--- config.mk ---
export PLATFORM = sky130hd
export DESIGN_NAME = victim_cache_tag_lru
export DESIGN_NICKNAME = d
export VERILOG_FILES = /design/src/rtl/vc_pkg.sv /design/src/rtl/victim_cache_lru.sv /design/src/rtl/victim_cache_tag_lru.sv
export SDC_FILE = /design/constraint.sdc
export NUM_CORES = 1
export LEC_CHECK = 0
export BUFFER_PORTS_ARGS = -buffer_cell sky130_fd_sc_hd__buf_2
export CORE_MARGIN = 10
export CORE_UTILIZATION = 60
export DETAILED_ROUTE_END_ITERATION = 7
export HOLD_SLACK_MARGIN = 0.1
export PLACE_DENSITY = 0.81
export SLEW_MARGIN = 0
export SYNTH_ARGS = -nofsm -noshare
export SYNTH_HDL_FRONTEND = slang
export SYNTH_SLANG_ARGS = --single-unit
--- constraint.sdc ---
create_clock -name clk -period 11.3 [get_ports clk]
set_input_delay 2.26 -clock clk [delete_from_list [all_inputs] [get_ports clk]]
set_output_delay 2.26 -clock clk [all_outputs]
set_load 0.01 [all_outputs]
--- src/rtl/vc_pkg.sv ---
// Shared defaults and index types for the victim cache tag/LRU slice.
package vc_pkg;

    localparam int DEF_WAYS     = 4;
    localparam int DEF_ADDR_W   = 32;
    localparam int DEF_OFFSET_W = 5;
    localparam int DEF_IDX_W    = $clog2(DEF_WAYS);

    typedef logic [DEF_IDX_W-1:0] age_t;
    typedef logic [DEF_IDX_W-1:0] way_idx_t;

endpackage

--- src/rtl/victim_cache_lru.sv ---
// Age-based true-LRU tracker: ages stay a permutation, 0 = MRU, WAYS-1 = LRU.
module victim_cache_lru
    import vc_pkg::*;
#(
    parameter int WAYS = DEF_WAYS
) (
    input  logic                    clk,
    input  logic                    rst_n,
    input  logic                    lk_touch,
    input  logic                    lk_demote,
    input  logic [$clog2(WAYS)-1:0] lk_way,
    input  logic                    ins_touch,
    input  logic [$clog2(WAYS)-1:0] ins_way,
    output logic [$clog2(WAYS)-1:0] lru_way
);

    localparam int IDX_W = $clog2(WAYS);

    logic [WAYS-1:0][IDX_W-1:0] age;
    logic [WAYS-1:0][IDX_W-1:0] age_mid;
    logic [WAYS-1:0][IDX_W-1:0] age_next;

    // The lookup update is applied first and the insert touch on top of it, so the insert wins.
    always_comb begin
        age_mid = age;
        if (lk_touch) begin
            for (int i = 0; i < WAYS; i++) begin
                if (IDX_W'(i) == lk_way) begin
                    age_mid[i] = '0;
                end else if (age[i] < age[lk_way]) begin
                    age_mid[i] = age[i] + IDX_W'(1);
                end
            end
        end else if (lk_demote) begin
            for (int i = 0; i < WAYS; i++) begin
                if (IDX_W'(i) == lk_way) begin
                    age_mid[i] = IDX_W'(WAYS - 1);
                end else if (age[i] > age[lk_way]) begin
                    age_mid[i] = age[i] - IDX_W'(1);
                end
            end
        end

        age_next = age_mid;
        if (ins_touch) begin
            for (int i = 0; i < WAYS; i++) begin
                if (IDX_W'(i) == ins_way) begin
                    age_next[i] = '0;
                end else if (age_mid[i] < age_mid[ins_way]) begin
                    age_next[i] = age_mid[i] + IDX_W'(1);
                end
            end
        end
    end

    always_comb begin
        lru_way = '0;
        for (int i = 0; i < WAYS; i++) begin
            if (age[i] == IDX_W'(WAYS - 1)) begin
                lru_way = IDX_W'(i);
            end
        end
    end

    always_ff @(posedge clk or negedge rst_n) begin
        if (!rst_n) begin
            for (int i = 0; i < WAYS; i++) begin
                age[i] <= IDX_W'(i);
            end
        end else begin
            age <= age_next;
        end
    end

endmodule

--- src/rtl/victim_cache_tag_lru.sv ---
// Fully-associative victim cache tag store with lookup/swap, insert/evict and LRU replacement.
module victim_cache_tag_lru
    import vc_pkg::*;
#(
    parameter int WAYS     = DEF_WAYS,
    parameter int ADDR_W   = DEF_ADDR_W,
    parameter int OFFSET_W = DEF_OFFSET_W
) (
    input  logic                         clk,
    input  logic                         rst_n,
    input  logic                         lookup_req,
    input  logic [ADDR_W-1:0]            lookup_addr,
    input  logic                         lookup_swap,
    output logic                         hit_valid,
    output logic                         hit,
    output logic [WAYS-1:0]              hit_way,
    input  logic                         ins_req,
    input  logic [ADDR_W-1:0]            ins_addr,
    input  logic                         ins_dirty,
    output logic                         ins_done,
    output logic [WAYS-1:0]              ins_way,
    output logic                         evict_valid,
    output logic [ADDR_W-OFFSET_W-1:0]   evict_tag,
    output logic                         evict_dirty,
    output logic [$clog2(WAYS+1)-1:0]    occupancy
);

    localparam int TAG_W = ADDR_W - OFFSET_W;
    localparam int IDX_W = $clog2(WAYS);
    localparam int OCC_W = $clog2(WAYS + 1);

    logic [WAYS-1:0]             valid_q, valid_d;
    logic [WAYS-1:0]             dirty_q, dirty_d;
    logic [WAYS-1:0][TAG_W-1:0]  tag_q, tag_d;

    logic [TAG_W-1:0] lk_tag, ins_tag;
    logic             lk_hit, ins_hit, has_inv, lk_apply;
    logic [IDX_W-1:0] lk_idx, ins_idx, inv_idx, tgt_idx, lru_way;
    logic             unused_offsets;

    assign lk_tag         = lookup_addr[ADDR_W-1:OFFSET_W];
    assign ins_tag        = ins_addr[ADDR_W-1:OFFSET_W];
    assign unused_offsets = ^{lookup_addr[OFFSET_W-1:0], ins_addr[OFFSET_W-1:0]};

    function automatic logic [OCC_W-1:0] count_valid(input logic [WAYS-1:0] v);
        logic [OCC_W-1:0] cnt;
        cnt = '0;
        for (int i = 0; i < WAYS; i++) begin
            cnt = cnt + OCC_W'(v[i]);
        end
        return cnt;
    endfunction

    // Descending scan so the lowest matching index is the one that sticks.
    always_comb begin
        lk_hit  = 1'b0;
        lk_idx  = '0;
        ins_hit = 1'b0;
        ins_idx = '0;
        has_inv = 1'b0;
        inv_idx = '0;
        for (int i = WAYS - 1; i >= 0; i--) begin
            if (valid_q[i] && tag_q[i] == lk_tag) begin
                lk_hit = 1'b1;
                lk_idx = IDX_W'(i);
            end
            if (valid_q[i] && tag_q[i] == ins_tag) begin
                ins_hit = 1'b1;
                ins_idx = IDX_W'(i);
            end
            if (!valid_q[i]) begin
                has_inv = 1'b1;
                inv_idx = IDX_W'(i);
            end
        end
    end

    assign tgt_idx  = ins_hit ? ins_idx : (has_inv ? inv_idx : lru_way);
    assign lk_apply = lookup_req && lk_hit && !(ins_req && tgt_idx == lk_idx);

    always_comb begin
        valid_d = valid_q;
        dirty_d = dirty_q;
        tag_d   = tag_q;
        if (lk_apply && lookup_swap) begin
            valid_d[lk_idx] = 1'b0;
            dirty_d[lk_idx] = 1'b0;
        end
        if (ins_req) begin
            valid_d[tgt_idx] = 1'b1;
            tag_d[tgt_idx]   = ins_tag;
            dirty_d[tgt_idx] = ins_hit ? (dirty_q[tgt_idx] | ins_dirty) : ins_dirty;
        end
    end

    victim_cache_lru #(
        .WAYS (WAYS)
    ) u_lru (
        .clk       (clk),
        .rst_n     (rst_n),
        .lk_touch  (lk_apply && !lookup_swap),
        .lk_demote (lk_apply && lookup_swap),
        .lk_way    (lk_idx),
        .ins_touch (ins_req),
        .ins_way   (tgt_idx),
        .lru_way   (lru_way)
    );

    always_ff @(posedge clk or negedge rst_n) begin
        if (!rst_n) begin
            valid_q     <= '0;
            dirty_q     <= '0;
            tag_q       <= '0;
            hit_valid   <= 1'b0;
            hit         <= 1'b0;
            hit_way     <= '0;
            ins_done    <= 1'b0;
            ins_way     <= '0;
            evict_valid <= 1'b0;
            evict_tag   <= '0;
            evict_dirty <= 1'b0;
            occupancy   <= '0;
        end else begin
            valid_q   <= valid_d;
            dirty_q   <= dirty_d;
            tag_q     <= tag_d;
            occupancy <= count_valid(valid_d);
            hit_valid <= lookup_req;
            ins_done  <= ins_req;
            if (lookup_req) begin
                hit     <= lk_hit;
                hit_way <= lk_hit ? (WAYS'(1) << lk_idx) : '0;
            end
            // Eviction reports what the target held before this insert overwrote it.
            if (ins_req) begin
                ins_way     <= WAYS'(1) << tgt_idx;
                evict_valid <= !ins_hit && valid_q[tgt_idx];
                evict_tag   <= tag_q[tgt_idx];
                evict_dirty <= dirty_q[tgt_idx];
            end
        end
    end

endmodule

==> results of run 1 <==
synthesized netlist by cell type, drive strengths merged (2+ instances only):
cell type	count
nand2	186
dfrtp	163
xnor2	142
mux2	117
xor2	79
nand4	59
nor2	57
a21oi	51
clkbuf	46
buf	37
mux2i	35
nor4	34
inv	26
ha	17
nor4b	16
o21ai	13
nor3	11
a21o	9
a211oi	8
nand3	8
a31oi	6
nand4bb	6
or3	6
a31o	5
nand2b	5
and3	4
dfstp	4
o41ai	4
and4	3
nor2b	3
o311ai	3
or4	3
a221oi	2
o211ai	2
o21a	2
power by group through the flow:
stage,registers [mW],clock network (mW),logic [mW]
detailed placement,1.26,0,2.42
finish,1.27,0.566,2.47
floorplan,1.18,0,1.72
global route,1.30,0.594,2.65
CTS,1.26,0.567,2.44
global placement,1.24,0,2.36
area by class of cell:
| type | instances | area [um2] |
|---|---|---|
| multi-input combinational | 909 | 6759 |
| fill | 1481 | 6222 |
| sequential | 167 | 4184 |
| timing repair buffer | 112 | 591.8 |
| clock buffer | 19 | 442.9 |
| tap | 234 | 292.8 |
| clock inverter | 13 | 111.4 |
| inverter | 27 | 101.3 |
sequential cells by signal (all words and copies together), names as in the netlist, 3 cells and up:
signal	cells
valid_q	4
u_lru.age	8
dirty_q	4
hit_way	4
occupancy	3
ins_way	4
tag_q	108
evict_tag	27
metrics by stage:
stage                     utilization, %  hold WS, ns  power [mW]
after floorplan                        -       0.4678       2.907
after global placement             63.77       0.4586       3.607
after detailed placement           63.77       0.4633       3.690
after CTS                          66.74       0.4784       4.261
after global routing               66.74       0.4990       4.547
final                              66.74       0.4761       4.306
logic make-up after synthesis:
group | after synthesis
buffers and inverters | 110
and+or+nand+nor | 406
AOI/OAI and AO/OA | 112
xor gates and xnor gates | 221
DFF | 167
muxes | 152
adders and majority gates | 18
worst max-delay path: stages:
cell	delay, ns
buf_2	0.14
xnor2_1	0.44
nor4b_1	0.75
nand3_1	0.16
a211oi_1	0.35
o21a_2	0.27
nand2b_1	0.13
a21oi_1	0.07
a221oi_1	0.59
ha_1	0.37
a21oi_1	0.30
a21oi_1	0.15
nor2_1	0.11
a21oi_1	0.05
o21ai_0	0.16
a21oi_1	0.09
a21oi_1	0.32
mux2i_1	0.13
mux2i_1	0.43
ha_1	0.35
nor4b_1	0.46
xor2_1	0.20
nor2_1	0.05
worst paths after layout:
path / start / to / slack [ns] / cells past startpoint
max in group asynchronous: rst_n / tag_q[105] / 7.99 / 2
min in group asynchronous: rst_n / tag_q[4] / 1.89 / 1
setup reg to reg: tag_q[76] / u_lru.age[7] / 4.75 / 22
setup / recovery: lookup_addr[16] / u_lru.age[7] / 3.28 / 23
hold reg to reg: ins_way[2] / ins_way[2] / 0.48 / 1
hold / removal: ins_way[2] / ins_way[2] / 0.48 / 1
layer usage:
layer,global-route usage [%],wire length [um],vias up
met5,0,13,-
met1,41.69,16590,4761
li1,-,-,4216
met4,9.837,1164,2
met3,6.024,3079,79
met2,52.85,18750,452
==> flow_metrics.env, run 1 <==
export IMPL_synth_area_top_cells="dfrtp_1 (36%), mux2_2 (12%), xnor2_1 (10%)"
export IMPL_clkPwrFrac_pct=13.1
export IMPL_initial_core_util_pct=61.18
export IMPL_finalNonFillerCells=1481
export IMPL_grt_max_degree=101
export IMPL_die_h_um=158.1
export IMPL_fin_area_um2=12480
export IMPL_ant_nets=0
export IMPL_ys_seq_area_share_pct=36.56
export IMPL_syn2layout_area_growth_pct=9.086
export IMPL_setup_viol=0
export IMPL_drt_iter0_drc=797
export IMPL_hpwl_mm=30.23
export IMPL_grt_usage_pct=32.03
export IMPL_gp_congestion=1.072
export IMPL_antenna_cells=0
export IMPL_maxCapViolations=0
export IMPL_drc_errors=0
export IMPL_setup_slack_ns=3.284
export IMPL_status="finished clean"
export IMPL_clock_sinks=167
export IMPL_grt_pass1_vias=9416
export IMPL_synth_mux_area_share_pct=14.57
export IMPL_fin_crit_ns=8.016
export IMPL_tightestPinTransition_ns=1.042
export IMPL_p_int_mw=2.246
export IMPL_setup_tns_ns=0
export IMPL_synthesis_nets=1274
export IMPL_num_vias=9510
export IMPL_cts_max_level=4
export IMPL_synth_cells=1186
export IMPL_mostFrequentLayoutCell="nand2_1"
export IMPL_postPlaceCellArea_um2=11930
export IMPL_synthAdderAreaFrac_pct=2.034
export IMPL_io_buffers=102
export IMPL_final_cell_mix="nand2_1 (185), dfrtp_1 (163), xnor2_1 (132)"
export IMPL_avgSynthCellArea_um2=9.649
export IMPL_syn_cell_area_um2=11440
export IMPL_synth_edf_count=0
export IMPL_dieArea_um2=25000
export IMPL_synth_xor_area_share_pct=17.67
export IMPL_cellLeakagePower_nw=5.393
export IMPL_ios=113
export IMPL_synth_compound_area_share_pct=6.626
export IMPL_p_switching_mw=2.060
export IMPL_synthArstFlopShare_pct=100.0
export IMPL_rows=50
export IMPL_grt_pass1_wl_mm=59.49
export IMPL_ctsHoldBuffers=0
export IMPL_p_comb_share_pct=57.3
export IMPL_power_density_nw_per_um2=344.9
export IMPL_antenna_found_initial=1
export IMPL_finalMaxSlewViolations=0
export IMPL_viasPerCell=6.421
export IMPL_path_max_fanout=5
export IMPL_cts_made_buffers=17
export IMPL_cts_tree="done"
export IMPL_worst_hold_path_type="reg -> reg"
export IMPL_cts_resized=0
export IMPL_synth_area_leader_cell="dfrtp_1"
export IMPL_wl_per_cell_um=26.74
export IMPL_max_clock_path_buffers=2
export IMPL_yosys_area_share_simple_pct=17.92
export IMPL_p_seq_share_pct=29.5
export IMPL_drt_total_wl_mm=39.60
export IMPL_nets=1322
export IMPL_rsz0062_at_grt="no"
export IMPL_cts_root_buf="clkbuf_16"
export IMPL_netlist_area_leader_share_pct=35.64
export IMPL_ir_drop_v=0.0002012
export IMPL_clock_latency_ns=0.45
export IMPL_dp_cells=1449
export IMPL_finClkSkew_ns=0.01722
export IMPL_synth_seq_cells=167
export IMPL_crit_type="in -> reg"
export IMPL_dr_pass1_iters=5
export IMPL_drive_gt1_share_pct=23.90
export IMPL_yosysWarnings=0
export IMPL_cp_end_kind="register"
export IMPL_die_w_um=158.1
export IMPL_core_um2=18710
export IMPL_required_ns=11.63
export IMPL_overflow=0
export IMPL_critPathLaunchType="input pin"
export IMPL_clkTransAtPathRegs_ns=0.07
export IMPL_ys_flop_type="dfrtp_1"
export IMPL_slew_headroom_pct=30.35
export IMPL_finalHoldViolations=0
export IMPL_cts_setup_buffers=0
export IMPL_fmax_mhz=124.7
export IMPL_period_share_pct=70.94
export IMPL_post_place_ws_ns=3.122
export IMPL_critPathArrivalTime_ns=8.35
export IMPL_yosysUniqueCellTypes=68
export IMPL_switching_share_pct=47.85
export IMPL_synth_top_family_by_area="simple AND/OR/NAND/NOR gates"
Power figures use the tool's default switching activity.
==> run 2, diff against run 1 <==
--- a/config.mk
+++ b/config.mk
@@ -5,12 +5,13 @@
 export SDC_FILE = /design/constraint.sdc
 export NUM_CORES = 1
 export LEC_CHECK = 0
+export ABC_AREA = 1
 export BUFFER_PORTS_ARGS = -buffer_cell sky130_fd_sc_hd__buf_2
 export CORE_MARGIN = 10
-export CORE_UTILIZATION = 60
+export CORE_UTILIZATION = 55
 export DETAILED_ROUTE_END_ITERATION = 7
 export HOLD_SLACK_MARGIN = 0.1
-export PLACE_DENSITY = 0.81
+export PLACE_DENSITY = 0.77
 export SLEW_MARGIN = 0
 export SYNTH_ARGS = -nofsm -noshare
 export SYNTH_HDL_FRONTEND = slang
==> constraint.sdc (replaced) <==
create_clock -name clk -period 6.79 [get_ports clk]
set_input_delay 1.358 -clock clk [delete_from_list [all_inputs] [get_ports clk]]
set_output_delay 1.358 -clock clk [all_outputs]
set_load 0.01 [all_outputs]
==> run 2 against run 1 <==
The flow now finishes with violations (design-rule violations). Total power is 67% higher. Wire length is 54% higher. Via count is 60% higher. Synthesized area is 12% higher. Cell area is 13% higher. Critical path depth is 4 higher. Worst setup slack worse by 2.2 ns. Sequential share of layout area is 3.9 points lower. Combinational power is 72% higher. Count of clock-buffer cells in the layout stayed put. Global-route usage is 7.0 points higher. Largest cell class unchanged.
==> flow_metrics.env, run 2 <==
export IMPL_p_switching_mw=3.963
export IMPL_grt_pass1_vias=14140
export IMPL_nets=2253
export IMPL_grt_pass1_wl_mm=87.90
export IMPL_num_vias=15210
export IMPL_p_int_mw=3.223
export IMPL_finClkSkew_ns=0.02092
export IMPL_violations="design-rule violations"
export IMPL_yosysWarnings=0
export IMPL_setup_tns_ns=0
export IMPL_synth_area_leader_cell="dfrtp_1"
export IMPL_synthArstFlopShare_pct=100.0
export IMPL_critPathMaxStageDelay_ns=0.58
export IMPL_final_cell_mix="nand2_1 (868), nor2_1 (213), inv_1 (208)"
export IMPL_netlist_area_leader_share_pct=31.72
export IMPL_synth_cells=2100
export IMPL_post_place_ws_ns=0.7846
export IMPL_status="finished, violations left"
export IMPL_max_clock_path_buffers=2
export IMPL_fin_crit_ns=5.755
export IMPL_yosysUniqueCellTypes=45
export IMPL_crit_path_top_delay_cell="xnor2_1"
export IMPL_power_density_nw_per_um2=509.1
export IMPL_dr_pass1_iters=8
export IMPL_grt_max_degree=73
export IMPL_grt_usage_pct=39.02
export IMPL_setup_slack_ns=1.035
export IMPL_post_route_util_pct=61.78
export IMPL_p_comb_share_pct=59.0
export IMPL_hpwl_mm=47.60
export IMPL_initial_core_util_pct=56.28
export IMPL_ant_nets=0
export IMPL_drive_gt1_share_pct=12.63
export IMPL_synth_most_common_cell="nand2_1"
export IMPL_mostFrequentLayoutCell="nand2_1"
export IMPL_cellLeakagePower_nw=7.499
export IMPL_finalHoldViolations=0
export IMPL_switching_share_pct=55.15
export IMPL_crit_type="in -> reg"
export IMPL_cts_resized=0
export IMPL_drt_total_wl_mm=60.96
export IMPL_required_ns=7.10
export IMPL_slew_headroom_pct=18.91
export IMPL_cts_tree="done"
export IMPL_period_share_pct=84.76
export IMPL_clock_latency_ns=0.46
export IMPL_holdWs_ns=0.4798
export IMPL_p_seq_share_pct=26.6
export IMPL_reg_top3="tag_q (108), evict_tag (27), u_lru.age (8)"
export IMPL_ys_flop_type="dfrtp_1"
export IMPL_drt_iter0_drc=3183
export IMPL_antenna_cells=0
export IMPL_cts_setup_buffers=0
export IMPL_synth_area_top_cells="dfrtp_1 (32%), nand2_1 (25%), nor2_1 (6.3%)"
export IMPL_ios=113
export IMPL_ctsHoldBuffers=0
export IMPL_rsz0062_at_grt="no"
export IMPL_wl_per_cell_um=24.47
export IMPL_viasPerCell=6.105
export IMPL_synth_edf_count=0
export IMPL_cp_end_kind="register"
export IMPL_synthesis_nets=2188
export IMPL_cts_root_buf="clkbuf_16"
export IMPL_cts_max_level=4
export IMPL_die_w_um=172.9
export IMPL_critPathLaunchType="input pin"
export IMPL_ys_seq_area_share_pct=32.54
export IMPL_ir_drop_v=0.0002767
export IMPL_critPathArrivalTime_ns=6.07
export IMPL_syn_cell_area_um2=12860
export IMPL_antenna_found_initial=3
export IMPL_rows=55
export IMPL_largest_register="tag_q"
export IMPL_avgSynthCellArea_um2=6.123
export IMPL_clkPwrFrac_pct=14.4
export IMPL_clkTransAtPathRegs_ns=0.08
export IMPL_dieArea_um2=29890
export IMPL_path_max_fanout=8
export IMPL_finalMaxSlewViolations=0
export IMPL_drc_errors=2
export IMPL_overflow=0
export IMPL_worst_hold_path_type="reg -> reg"
export IMPL_syn2layout_area_growth_pct=9.780
export IMPL_synth_commonest_cells="nand2_1 (869), nor2_1 (216), inv_1 (208)"
export IMPL_crit_path_frequent_cell="nor2_1"
export IMPL_fmax_mhz=173.8
export IMPL_io_buffers=102
export IMPL_setup_viol=0
export IMPL_tightestPinTransition_ns=1.215
export IMPL_core_um2=22850
export IMPL_die_h_um=172.9
export IMPL_maxCapViolations=0
export IMPL_synth_seq_cells=167
export IMPL_cts_made_buffers=17
export IMPL_clock_sinks=167
export IMPL_gp_congestion=1.157
export IMPL_largest_reg_flops=108
==> run 2: power by group through the flow <==
stage	clock (mW)	combinational [mW]	sequential, mW
after CTS	1.02	4.03	1.88
after global placement	0	3.91	1.87
after floorplan	0	2.53	1.84
after global routing	1.07	4.53	1.95
after detailed placement	0	4.00	1.89
final	1.03	4.24	1.91
==> run 2: stage by stage <==
stage | instances | cell area, um2 | power (mW)
2_1_floorplan | 2100 | 12860 | 4.365
3_3_place_gp | 2459 | 13520 | 5.783
3_5_place_dp | 2459 | 13520 | 5.893
4_1_cts | 2491 | 14110 | 6.925
5_1_grt | 2491 | 14110 | 7.548
6_report | 2491 | 14110 | 7.186
==> run 2: worst max-delay path, delay by kind of cell <==
| family | cells | cell delay [ns] |
|---|---|---|
| compound gates | 6 | 1.16 |
| simple gates | 13 | 1.78 |
| fa+ha+maj | 2 | 0.64 |
| xor+xnor | 2 | 0.72 |
| buf+inv | 4 | 0.40 |
==> run 2: cells by family (layout without fill, tap and decap cells) <==
| group | after synthesis | count (layout) | synth area share, % |
|---|---|---|---|
| buf+inv | 354 | 432 | 11.25 |
| flops | 167 | 167 | 32.54 |
| simple gates | 1267 | 1267 | 40.73 |
| compound gates | 258 | 258 | 11.22 |
| fa+ha+maj | 18 | 18 | 1.810 |
| xor+xnor | 36 | 36 | 2.452 |
==> run 2: path summary, 6_finish.rpt <==
check,from,end,slack (ns),depth (start not counted)
max,lookup_addr[27],u_lru.age[3],1.03,27
min,ins_way[0],ins_way[0],0.48,2
max reg2reg,tag_q[22],u_lru.age[3],1.64,26
min reg2reg,ins_way[0],ins_way[0],0.48,2
max in group asynchronous,rst_n,tag_q[23],4.64,2
min in group asynchronous,rst_n,tag_q[86],0.83,1
==> run 2: layer usage <==
layer,vias up,share of wire [%],track usage (%)
met5,-,0.067,0
met4,6,7.5,24.22
met3,310,15,14.96
met2,1249,41,56.80
met1,6937,36,47.79
li1,6706,-,-
==> run 2: layout make-up <==
type / count / area [um2]
timing repair buffer: 117 / 629.4
clock inverter: 13 / 137.6
clock buffer: 19 / 452.9
inverter: 283 / 1062
fill: 2234 / 8732
sequential: 167 / 4184
multi-input combinational: 1579 / 7257
tap: 313 / 391.6
==> run 3, diff against run 2 <==
--- a/config.mk
+++ b/config.mk
@@ -8,10 +8,10 @@
 export ABC_AREA = 1
 export BUFFER_PORTS_ARGS = -buffer_cell sky130_fd_sc_hd__buf_2
 export CORE_MARGIN = 10
-export CORE_UTILIZATION = 55
+export CORE_UTILIZATION = 60
 export DETAILED_ROUTE_END_ITERATION = 7
 export HOLD_SLACK_MARGIN = 0.1
-export PLACE_DENSITY = 0.77
+export PLACE_DENSITY = 0.8
 export SLEW_MARGIN = 0
 export SYNTH_ARGS = -nofsm -noshare
 export SYNTH_HDL_FRONTEND = slang
==> constraint.sdc (replaced) <==
create_clock -name clk -period 5.5 [get_ports clk]
set_input_delay 1.1 -clock clk [delete_from_list [all_inputs] [get_ports clk]]
set_output_delay 1.1 -clock clk [all_outputs]
set_load 0.01 [all_outputs]
==> run 3 against run 2 <==
The flow now finishes without violations. Worst hold slack hardly changed. Worst setup slack worse by 0.62 ns. First-iteration DRC count is 8.7% lower. Highest routed layer is now met4.
==> flow_metrics.env, run 3 (synthesis results as in run 2) <==
export IMPL_power_density_nw_per_um2=628.2
export IMPL_worst_hold_path_type="reg -> reg"
export IMPL_dieArea_um2=27680
export IMPL_drive_gt1_share_pct=12.99
export IMPL_grt_max_degree=87
export IMPL_postPlaceCellArea_um2=13550
export IMPL_hpwl_mm=46.46
export IMPL_die_w_um=166.4
export IMPL_required_ns=5.86
export IMPL_cts_max_level=4
export IMPL_largest_reg_flops=108
export IMPL_crit_path_top_delay_cell="ha_1"
export IMPL_overflow=0
export IMPL_mostFrequentLayoutCell="nand2_1"
export IMPL_critPathArrivalTime_ns=5.44
export IMPL_drt_iter0_drc=2907
export IMPL_critPathMaxStageDelay_ns=0.30
export IMPL_finalHoldViolations=0
export IMPL_fin_area_um2=14160
export IMPL_crit_buf_inv=7
export IMPL_rsz0062_at_grt="no"
export IMPL_setup_tns_ns=0
export IMPL_dr_pass1_iters=7
export IMPL_route_met3_wl_mm=9.483
export IMPL_dp_cells=2430
export IMPL_maxCapViolations=0
export IMPL_max_clock_path_buffers=2
export IMPL_nets=2262
export IMPL_rows=53
export IMPL_critPathTopFamily="simple AND/OR/NAND/NOR gates"
export IMPL_grt_pass1_vias=14300
export IMPL_critPathLaunchType="input pin"
export IMPL_num_vias=15320
export IMPL_fin_crit_ns=5.082
export IMPL_drt_total_wl_mm=59.98
export IMPL_p_comb_share_pct=59.2
export IMPL_clkTransAtPathRegs_ns=0.07
export IMPL_p_switching_mw=4.932
export IMPL_clock_sinks=167
export IMPL_ant_nets=0
export IMPL_p_seq_share_pct=26.5
export IMPL_highest_layer="met4"
export IMPL_gp_congestion=1.216
export IMPL_routed_wl_met2_mm=24.59
export IMPL_reg_top3="tag_q (108), evict_tag (27), u_lru.age (8)"
export IMPL_cts_made_buffers=17
export IMPL_setup_slack_ns=0.4176
export IMPL_cts_setup_buffers=0
export IMPL_cellLeakagePower_nw=7.537
export IMPL_cp_end_kind="register"
export IMPL_slew_headroom_pct=44.90
export IMPL_p_int_mw=3.963
export IMPL_core_um2=21020
export IMPL_finalMaxSlewViolations=0
export IMPL_fmax_mhz=196.8
export IMPL_ir_drop_v=0.0003321
export IMPL_setup_viol=0
export IMPL_grt_pass1_wl_mm=88.80
export IMPL_finClkSkew_ns=0.01786
export IMPL_switching_share_pct=55.45
export IMPL_initial_core_util_pct=61.16
export IMPL_largest_register="tag_q"
export IMPL_wl_per_cell_um=24.33
export IMPL_viasPerCell=6.216
export IMPL_post_place_ws_ns=0.1312
export IMPL_cts_root_buf="clkbuf_16"
export IMPL_crit_path_frequent_cell="nand2_1"
export IMPL_final_cell_mix="nand2_1 (869), nor2_1 (212), inv_1 (208)"
export IMPL_antenna_found_initial=4
export IMPL_r2r_slack_ns=0.75
export IMPL_clkPwrFrac_pct=14.2
export IMPL_die_h_um=166.4
export IMPL_nFillCells=1900
export IMPL_period_share_pct=92.41
export IMPL_drc_errors=0
export IMPL_clock_latency_ns=0.46
export IMPL_crit_type="in -> reg"
export IMPL_tightestPinTransition_ns=0.8190
export IMPL_status="finished clean"
export IMPL_path_max_fanout=5
export IMPL_grt_usage_pct=42.09
export IMPL_cts_tree="done"
export IMPL_ios=113
export IMPL_syn2layout_area_growth_pct=10.13
export IMPL_finalNonFillerCells=2465
export IMPL_io_buffers=102
export IMPL_wl_met1_mm=21.19
run 3: final timing paths:
path | startpoint | endpoint | cells past startpoint
setup / recovery | lookup_addr[28] | u_lru.age[7] | 34
hold / removal | evict_valid | evict_valid | 2
setup reg to reg | tag_q[12] | u_lru.age[7] | 31
hold reg to reg | evict_valid | evict_valid | 2
max in group asynchronous | rst_n | u_lru.age[2] | 2
min in group asynchronous | rst_n | tag_q[88] | 1
run 3: what timing repair did:
item / 4_1_cts / 5_1_grt
resized for setup: 0 / 1
endpoints found under the setup margin: 0 / 3
hold buffers: 0 / 0
run 3: per-stage QoR:
stage	hold slack (ns)	util, %	power, mW
final	0.4799	67.36	8.895
after global placement	0.4587	64.48	7.116
after detailed placement	0.4618	64.48	7.281
after floorplan	0.4999	-	5.389
after global routing	0.5252	67.32	9.348
after CTS	0.4819	67.31	8.553
run 3: power by group through the flow:
stage | clock, mW | combinational (mW) | sequential [mW]
2_1_floorplan | 0 | 3.12 | 2.27
3_3_place_gp | 0 | 4.80 | 2.31
3_5_place_dp | 0 | 4.94 | 2.34
4_1_cts | 1.25 | 4.98 | 2.33
5_1_grt | 1.30 | 5.63 | 2.42
6_report | 1.26 | 5.27 | 2.36
run 3: final cells by class:
| type | instances | area (um2) | area share [%] |
|---|---|---|---|
| Clock buffer | 18 | 439.2 | 3.102 |
| Antenna cell | 3 | 7.507 | 0.05302 |
| Inverter | 283 | 1062 | 7.502 |
| Timing Repair Buffer | 126 | 709.4 | 5.010 |
| Tap cell | 275 | 344.1 | 2.430 |
| Multi-Input combinational cell | 1579 | 7257 | 51.25 |
| Clock inverter | 14 | 156.4 | 1.105 |
| Sequential cell | 167 | 4184 | 29.55 |
run 3: worst reg2reg max path, delay by kind of cell (launching register included):
kind	cells	cell delay, ns
and+or+nand+nor	18	2.56
adders and majority gates	2	0.59
buffers and inverters	5	0.51
AOI/OAI and AO/OA	5	0.46
DFF	1	0.38
xor gates and xnor gates	1	0.15
run 3: metal layers:
metal	vias to the layer above	track usage (%)
met4	0	26.16
met5	-	0
li1	6720	-
met1	6847	53.08
met2	1412	61.02
met3	344	13.87
